--- src/rtl/stack_pkg.sv ---
// Shared opcode encoding and sizing helpers for the LIFO stack.
package stack_pkg;

  localparam logic [1:0] OP_PUSH = 2'b00;
  localparam logic [1:0] OP_POP  = 2'b01;
  localparam logic [1:0] OP_PEEK = 2'b10;
  localparam logic [1:0] OP_NOP  = 2'b11;

  // Width of an occupancy counter that must represent 0..depth inclusive.
  function automatic int count_width(input int depth);
    return $clog2(depth) + 1;
  endfunction

endpackage

--- src/rtl/stack_mem.sv ---
// Stack storage: synchronous write port, combinational read port.
// Contents are deliberately not reset; stale words are unreachable because
// the read address is always derived from the live occupancy count.
module stack_mem #(
  parameter int WIDTH = 8,
  parameter int DEPTH = 8,
  localparam int AW = $clog2(DEPTH)
) (
  input  logic             clk,
  input  logic             we,
  input  logic [AW-1:0]    waddr,
  input  logic [WIDTH-1:0] wdata,
  input  logic [AW-1:0]    raddr,
  output logic [WIDTH-1:0] rdata
);

  logic [WIDTH-1:0] mem [DEPTH];

  // Write the pushed word into the slot just above the current top.
  always_ff @(posedge clk) begin
    if (we) begin
      mem[waddr] <= wdata;
    end
  end

  // The top-of-stack word is always visible for POP/PEEK.
  always_comb begin
    rdata = mem[raddr];
  end

endmodule

--- src/rtl/stack.sv ---
// LIFO stack top level: opcode decode, occupancy count, registered
// data_out/error, and full/empty flags decoded from the registered count.
module stack
  import stack_pkg::*;
#(
  parameter int WIDTH = 8,
  parameter int DEPTH = 8,
  localparam int AW = $clog2(DEPTH),
  localparam int CW = $clog2(DEPTH) + 1
) (
  input  logic             clk,
  input  logic             reset,
  input  logic [1:0]       instruction,
  input  logic [WIDTH-1:0] data_in,
  output logic [WIDTH-1:0] data_out,
  output logic             empty,
  output logic             full,
  output logic [CW-1:0]    count,
  output logic             error
);

  logic             push_ok;
  logic             pop_ok;
  logic             peek_ok;
  logic             illegal;
  logic [AW-1:0]    waddr;
  logic [AW-1:0]    raddr;
  logic [WIDTH-1:0] top_word;

  // Flags depend only on the registered count, so they never glitch.
  always_comb begin
    empty = (count == '0);
    full  = (count == CW'(DEPTH));
  end

  // Decode the opcode into legal actions and the illegal-operation flag.
  always_comb begin
    push_ok = 1'b0;
    pop_ok  = 1'b0;
    peek_ok = 1'b0;
    illegal = 1'b0;
    case (instruction)
      OP_PUSH: begin
        push_ok = !full;
        illegal = full;
      end
      OP_POP: begin
        pop_ok  = !empty;
        illegal = empty;
      end
      OP_PEEK: begin
        peek_ok = !empty;
        illegal = empty;
      end
      default: begin
      end
    endcase
  end

  // Write slot is index count, top of stack is index count-1; both are
  // truncated to the array address width (the write slot is never used
  // when full, and the read slot is never used when empty).
  always_comb begin
    waddr = AW'(count);
    raddr = AW'(count - CW'(1));
  end

  stack_mem #(
    .WIDTH(WIDTH),
    .DEPTH(DEPTH)
  ) u_mem (
    .clk   (clk),
    .we    (push_ok),
    .waddr (waddr),
    .wdata (data_in),
    .raddr (raddr),
    .rdata (top_word)
  );

  // Occupancy counter: saturation is implied by the guarded push/pop.
  always_ff @(posedge clk or posedge reset) begin
    if (reset) begin
      count <= '0;
    end else if (push_ok) begin
      count <= count + CW'(1);
    end else if (pop_ok) begin
      count <= count - CW'(1);
    end
  end

  // Capture the top word on a legal POP or PEEK; hold otherwise.
  always_ff @(posedge clk or posedge reset) begin
    if (reset) begin
      data_out <= '0;
    end else if (pop_ok || peek_ok) begin
      data_out <= top_word;
    end
  end

  // One-cycle pulse for the operation just sampled being illegal.
  always_ff @(posedge clk or posedge reset) begin
    if (reset) begin
      error <= 1'b0;
    end else begin
      error <= illegal;
    end
  end

endmodule

--- config.mk ---
export PLATFORM = sky130hd
export DESIGN_NAME = stack
export DESIGN_NICKNAME = d
export VERILOG_FILES = /design/src/rtl/stack_pkg.sv /design/src/rtl/stack_mem.sv /design/src/rtl/stack.sv
export SDC_FILE = /design/constraint.sdc
export NUM_CORES = 1
export LEC_CHECK = 0
export CORE_AREA = 8 8 106 79
export CTS_BUF_LIST = sky130_fd_sc_hd__clkbuf_8 sky130_fd_sc_hd__clkbuf_16
export DETAILED_ROUTE_END_ITERATION = 10
export DIE_AREA = 0 0 114 87
export GPL_TIMING_DRIVEN = 0
export PLACE_DENSITY = 0.69
export SYNTH_ARGS = -nofsm -noshare
export SYNTH_HDL_FRONTEND = slang
export SYNTH_SLANG_ARGS = --single-unit
export TNS_END_PERCENT = 5
--- constraint.sdc ---
create_clock -name clk -period 2.3 [get_ports clk]
set_input_delay 0.46 -clock clk [delete_from_list [all_inputs] [get_ports clk]]
set_output_delay 0.46 -clock clk [all_outputs]
set_load 0.02 [all_outputs]
==> results.md, run 1 <==
- Core outline area: 0.00690 mm^2
- Crit path cell chain: clkdlybuf4s50_1 > inv_1 > ha_1 > clkbuf_1 > nand3b_1 > nor2_2
- Residual antenna-violating net count after detailed routing: 0
- Post-synthesis cell count: ~210
- Maximum clock rate: between 400 and 500 MHz
- Layout cells sized above 1: approximately a fifth
- Final worst clock skew: a little under 0.005 ns
- Number of filler cells placed in the layout: between 500 and 600
- Required arrival time at the worst endpoint: about 2.3 ns
- Slowest stage cell, crit path: sky130_fd_sc_hd__nor2_2
- Sequential cell area: between 0.002 and 0.0025 mm^2
- Antenna violations before repair: 0
- Area enclosed by the die boundary: approximately 0.01 mm^2
- Delay of the slowest cell on the worst path: roughly 0.55 ns
- Clk root buf: sky130_fd_sc_hd__clkbuf_8
- Reg-to-reg critical path endpoint: data_out[1]
- Number of rows created at floorplan: 26
- Wire per inst: ~19 um
- Detailed placement HPWL: between 4000 and 5000 um
- Worst-margin pin slew: just over 0.9 ns
- Remaining design rule violation count: 0
- Setup slack of the critical path after layout: -0.0840 ns
- Drt pass-1 iters: 4
- GRT overflow: 0
- Ant diodes: 0
- Via count of the first global-routing pass: approximately 1800
- Area growth from synthesis to layout: 20.6%
- Worst-case clock buffer depth: 2
- Post-Synthesis Net Count: ~230
- Reported max-cap violation count: 0
- VDD IR-drop max: approximately 0.62 mV
- Starting Density: between 40% and 50%
- I/O pins: 27
- Max-slew violation total from the final report: 0
- GRT Resource Usage Total: between 10 and 15%
- Flop-to-flop setup slack: approximately 0.050 ns
- Area of the multi-input gates: roughly 960 um^2
- Port Buffer Count: 26
- First-pass GRT wire length: 9780 um
- Endpoint type of the worst setup path: register
- RSZ-0062 raised after global routing: yes
- Width of the die: approximately 110 um
- Final hold viol count: 0
- Setup crit start kind: primary input
- Worst-path clk slew: roughly 0.08 ns
- Shortest clock period the worst path allows after layout: approximately 2.4 ns
- CTS HTree Levels: 3
- Largest net degree at the start of global routing: 14
- Area share of the largest cell type after synthesis: between 50% and 60%
- Via density per instance: about 5.3
- Synthesized area: approximately 0.0033 mm^2
- Power density relative to cell area: ~1400 mW/mm^2
- Count of hold buffers inserted by post-cts repair: 0
- Tightest slew margin relative to the limit: a little under two fifths
- Number of buffers inserted during clock tree synthesis: 9
- Count of nets after finishing: between 200 and 300
- Async set-or-reset flop fraction in the synthesized netlist: between 10% and 20%
- Post-synth EDFFs: 64
- Final Setup Violations: 40
- Drt first-iter violations: between 100 and 150
- Crit share post-route: 104%
- Leak pwr: ~0.0015 uW
- PnR Total Power: about 5500 uW
- Top fanout value on the critical path: 9
- Fraction of the yosys area taken by sequential cells: 68.5%
- Path type of the worst setup path: in -> reg
- Sum of routed wire length over all layers: between 6000 and 7000 um
- Clock insertion delay at the later pin of the skew report: around 0.34 ns
- Run status: finished, violations left
- Clock sink count: slightly below 80
- Total of flip-flops plus latches after synthesis: 77
- Overall die height: between 80 and 90 um
- Yosys top cell by area: sky130_fd_sc_hd__edfxtp_1
- Arrival time at the worst endpoint: 2.37 ns
- Worst-case hold slack: 0.474 ns
- Depth of the most critical reg-to-reg path: 6
- Global placer's final weighted congestion: about 0.74
- Violations in the final reports: negative setup slack
- Via Count: 1824
- Count of different cell masters after synthesis: 34
- Worst hold-check path type: in -> async
- Top FF cell, synth: sky130_fd_sc_hd__edfxtp_1
- TritonCTS clock tree: done
- Average footprint of a synthesized cell: 15.9 um^2
- Count of synthesis-stage warnings from yosys: 0
- Most area-consuming cells after synthesis: sky130_fd_sc_hd__edfxtp_1 59%, sky130_fd_sc_hd__dfrtp_1 9.9%, sky130_fd_sc_hd__mux2i_1 9.8%
- Launch point of the worst reg-to-reg path: count[1]
==> synth_stat cells, drive strengths merged, types with 2 or more instances <==
cell,n
a21oi,2
a22o,16
and2,3
buf,7
clkbuf,3
dfrtp,13
edfxtp,64
ha,7
inv,7
mux2i,32
nand2,15
nand3b,3
nor2,10
nor3,2
o31ai,9
xnor2,2
==> report_power, final <==
group	internal, uW	switching [uW]
registers	1720	117
logic	1160	1350
clock network	717	478
total	3590	1950
==> routing by layer <==
metal,share of wire (%),GRT usage (%),wire length (um)
met2,48,22.5,3130
met4,1.7,5.90,110
met5,0,0,0
met1,44,16.8,2860
met3,6.7,4.16,441
==> worst max path at each step <==
stage	startpoint	endpoint	cells past startpoint
final	instruction[0]	u_mem.mem[1][2]	6
after global routing	instruction[0]	u_mem.mem[3][3]	6
after CTS	instruction[0]	u_mem.mem[2][2]	6
after detailed placement	instruction[0]	count[3]	8
after global placement	instruction[0]	u_mem.mem[0][2]	6
after floorplan	count[0]	u_mem.mem[0][0]	6
==> cells by family (layout without fill, tap and decap cells) <==
kind of cell / after synthesis / in the layout / share of synthesized area, %
flops: 77 / 77 / 68.5
simple gates: 36 / 36 / 5.26
compound gates: 34 / 34 / 8.81
mux: 32 / 32 / 9.76
buf+inv: 17 / 60 / 3.97
fa+ha+maj: 7 / 7 / 2.67
xor+xnor: 3 / 3 / 1.03
==> worst max-delay path, delay by kind of cell <==
kind / cells / cell delay, ns
fa+ha+maj: 1 / 0.14
buf+inv: 3 / 0.89
simple gates: 2 / 0.87
==> repair_timing <==
item                                    in CTS  in global routing
pin swaps                                    1                  1
cloned                                       0                  0
endpoints found under the setup margin      67                 67
buffers inserted                             1                  0
gates resized for setup                      5                 14
==> per-stage QoR <==
| step | util (%) | TNS, ns | area [um^2] | setup WS [ns] | std cells |
|---|---|---|---|---|---|
| finish | 57.4 | -2.90 | 3960 | -0.0840 | 347 |
| global route | 57.4 | -6.46 | 3960 | -0.177 | 347 |
| CTS | 56.9 | -5.96 | 3930 | -0.149 | 347 |
| detailed placement | 53.3 | -35.56 | 3670 | -0.681 | 330 |
| global placement | 53.1 | -39.89 | 3660 | -0.926 | 330 |
| floorplan | - | 0 | 3280 | 0.0967 | 206 |
==> area by class of cell <==
| class | count | share of cell area (%) |
|---|---|---|
| Sequential cell | 77 | 56.8 |
| Multi-Input combinational cell | 112 | 24.3 |
| Timing Repair Buffer | 27 | 6.51 |
| Clock buffer | 9 | 3.13 |
| Tap cell | 98 | 3.10 |
| Clock inverter | 7 | 2.91 |
| Buffer | 10 | 2.62 |
| Inverter | 7 | 0.664 |
==> registers in the layout, indices dropped and copies added, names as in the netlist <==
signal and cells:
u_mem.mem 64, data_out 8, count 4, error 1
==> cells in the final DEF (no fill, tap or decap), drive strengths merged, types with 9 or more instances in the layout <==
master / n
edfxtp: 64
mux2i: 32
clkdlybuf4s50: 24
a22o: 16
nand2: 15
clkbuf: 14
dfrtp: 13
nor2: 10
o31ai: 9
No activity file was read; power rests on OpenSTA's default activity.
==> inputs of run 2 (changes only) <==
--- a/config.mk
+++ b/config.mk
@@ -5,12 +5,14 @@
 export SDC_FILE = /design/constraint.sdc
 export NUM_CORES = 1
 export LEC_CHECK = 0
+export CAP_MARGIN = 20
 export CORE_AREA = 8 8 106 79
 export CTS_BUF_LIST = sky130_fd_sc_hd__clkbuf_8 sky130_fd_sc_hd__clkbuf_16
 export DETAILED_ROUTE_END_ITERATION = 10
 export DIE_AREA = 0 0 114 87
 export GPL_TIMING_DRIVEN = 0
 export PLACE_DENSITY = 0.69
+export RECOVER_POWER = 50
 export SYNTH_ARGS = -nofsm -noshare
 export SYNTH_HDL_FRONTEND = slang
 export SYNTH_SLANG_ARGS = --single-unit
==> run 2 against run 1 <==
Effect of this change: die area unchanged; first-iteration DRC count up 0.95%; utilization unchanged; via count unchanged; the run still ends with negative setup slack left; highest routed layer unchanged; final cell count unchanged; routed wire length about the same; critical path type unchanged; final area unchanged; worst hold slack better by 0.0075 ns; sequential share of layout area unchanged; register-to-register slack about the same.
==> results.md, run 2 (same netlist as run 1, synthesis figures left out) <==
- Run status: finished, violations left
- Violations in the final reports: negative setup slack
- Drt pass-1 iters: 4 (unchanged)
- Overall die height: 87 um (unchanged)
- CTS HTree Levels: 3 (unchanged)
- GRT Resource Usage Total: 13.8% (unchanged)
- Required arrival time at the worst endpoint: 2.28 ns (about the same)
- Residual antenna-violating net count after detailed routing: 0 (unchanged)
- First-pass GRT wire length: 9780 um (unchanged)
- Setup slack of the critical path after layout: -0.0840 ns (+0.000000200 ns)
- Utilization of the core after routing: 57.4% (unchanged)
- Cell-internal power: 3590 uW (about the same)
- Via Count: 1824 (unchanged)
- Commonest cells after routing, fill and taps aside: 64 x sky130_fd_sc_hd__edfxtp_1, 32 x sky130_fd_sc_hd__mux2i_1, 15 x sky130_fd_sc_hd__nand2_1, 15 x sky130_fd_sc_hd__clkdlybuf4s50_1, 13 x sky130_fd_sc_hd__dfrtp_1
- Clock insertion delay at the later pin of the skew report: 0.34 ns (about the same)
- Sum of routed wire length over all layers: 6550 um (about the same)
- Count of hold buffers inserted by post-cts repair: 0 (unchanged)
- Global placer's final weighted congestion: 0.744 (unchanged)
- Largest net degree at the start of global routing: 14 (unchanged)
- Path type of the worst setup path: in -> reg
- Worst-path clk slew: 0.07 ns (about the same)
- Layout cells sized above 1: 18.9% (unchanged)
- Delay of the slowest cell on the worst path: 0.55 ns (about the same)
- I/O pins: 27 (unchanged)
- Clock sink count: 77 (unchanged)
- Max-slew violation total from the final report: 0 (unchanged)
- Via density per instance: 5.26 (unchanged)
- Shortest clock period the worst path allows after layout: 2.38 ns (-0.000000200 ns)
- Area growth from synthesis to layout: 20.6% (unchanged)
- Area enclosed by the die boundary: 0.00992 mm^2 (unchanged)
- Detailed placement HPWL: 4080 um (unchanged)
- Depth of the most critical reg-to-reg path: 6 (unchanged)
- Number of buffers inserted during clock tree synthesis: 9 (unchanged)
- Remaining design rule violation count: 0 (unchanged)
- Via count of the first global-routing pass: 1788 (unchanged)
- Ant diodes: 0 (unchanged)
- Final worst clock skew: 0.00493 ns (unchanged)
- Worst-margin pin slew: 0.927 ns (+0.0000182 ns)
- Port Buffer Count: 26 (unchanged)
- Clk root buf: sky130_fd_sc_hd__clkbuf_8
- Commonest non-fill, non-tap cell in the layout: sky130_fd_sc_hd__edfxtp_1
- Register with the most flip-flops: u_mem.mem
- Final hold viol count: 0 (unchanged)
- Top fanout value on the critical path: 9 (unchanged)
- Arrival time at the worst endpoint: 2.37 ns (about the same)
- GRT overflow: 0 (unchanged)
- VDD IR-drop max: 0.622 mV (about the same)
- Largest registers: u_mem.mem (64), data_out (8), count (4)
- Leak pwr: 0.00149 uW (+0.16%)
- Worst-case clock buffer depth: 2 (unchanged)
- Power density relative to cell area: 1400 mW/mm^2 (about the same)
- Combinational power share: 45.3% (about the same)
- Wire per inst: 18.9 um (about the same)
- Count of nets after finishing: 263 (unchanged)
- TritonCTS clock tree: done
- Antenna violations before repair: 0 (unchanged)
- Switching share of power: 35.2% (about the same)
- RSZ-0062 raised after global routing: yes
- Setup crit start kind: primary input
- Reported max-cap violation count: 0 (unchanged)
- Endpoint type of the worst setup path: register
- Flop-to-flop setup slack: 0.05 ns (about the same)
- Maximum clock rate: 419 MHz (unchanged)
- Final Setup Violations: 40 (unchanged)
- Sequential share of power: 33.1% (about the same)
- Pre-CTS setup slack: -0.681 ns (unchanged)
- Width of the die: 114 um (unchanged)
- Clock power frac: 21.6% (about the same)
- Power dissipated by switching net loads: 1950 uW (about the same)
- Core outline area: 0.00690 mm^2 (unchanged)
- Number of cells on the worst hold path: 2
- Crit share post-route: 104% (about the same)
- Slowest stage cell, crit path: sky130_fd_sc_hd__nor2_2
- Drt first-iter violations: 106 (+0.95%)
- Worst hold-check path type: reg -> reg
- Number of rows created at floorplan: 26 (unchanged)
- Starting Density: 47.6% (unchanged)
- Number of flip-flops under the largest register name: 64 (unchanged)
- Crit path cell chain: clkdlybuf4s50_1 > inv_1 > ha_1 > clkbuf_1 > nand3b_1 > nor2_2
- Final standard cell area without fillers: 0.00396 mm^2 (unchanged)
- Total cell area at the placement stage: 0.00367 mm^2 (unchanged)
- Tightest slew margin relative to the limit: 38.2% (about the same)
run 2: cell types whose count changed in the layout (fill, tap and decap cells not counted), sizes merged:
cell,before,now
clkdlybuf4s50,24,15
dlygate4sd3,0,9
run 2: worst max-delay path: cells and delay by family:
family	cells	cell delay, ns
adders and majority gates	1	0.14
buffers and inverters	3	0.89
and+or+nand+nor	2	0.87
run 2: cell type report:
class	instances	area (um^2)
Tap cell	98	123
Clock inverter	7	115
Buffer	10	104
Multi-Input combinational cell	112	961
Fill cell	581	2940
Timing Repair Buffer	27	258
Clock buffer	9	124
Sequential cell	77	2250
Inverter	7	26.3
run 2: per-stage QoR:
| step | TNS [ns] | std cells | hold WS (ns) | total power [uW] |
|---|---|---|---|---|
| 2_1_floorplan | 0 | 206 | 0.337 | 3600 |
| 3_3_place_gp | -39.89 | 330 | 0.465 | 4310 |
| 3_5_place_dp | -35.56 | 330 | 0.473 | 4330 |
| 5_1_grt | -6.46 | 347 | 0.508 | 5790 |
| 6_report | -2.90 | 347 | 0.482 | 5540 |
| 4_1_cts | -5.96 | 347 | 0.491 | 5520 |
run 2: power groups by stage:
stage / sequential, uW / clock (uW) / combinational (uW)
floorplan: 1970 / 0 / 1630
global placement: 1850 / 0 / 2460
detailed placement: 1860 / 0 / 2480
CTS: 1830 / 1210 / 2480
global route: 1850 / 1260 / 2680
finish: 1830 / 1190 / 2510
run 2: final timing paths:
check | start | end
max | instruction[0] | u_mem.mem[1][2]
min | data_out[7] | data_out[7]
max reg2reg | count[1] | data_out[1]
min reg2reg | data_out[7] | data_out[7]
max in group asynchronous | reset | data_out[1]
min in group asynchronous | reset | data_out[4]
run 2: metal layers:
layer / GRT usage, % / share of wire (%)
met5: 0 / 0
met4: 5.90 / 1.7
met3: 4.16 / 6.7
met2: 22.5 / 48
met1: 16.8 / 44
run 2: repair_timing:
action,4_1_cts,5_1_grt
resized for setup,5,14
pin swaps,1,1
setup buffers,1,0
setup endpoints to repair,67,67
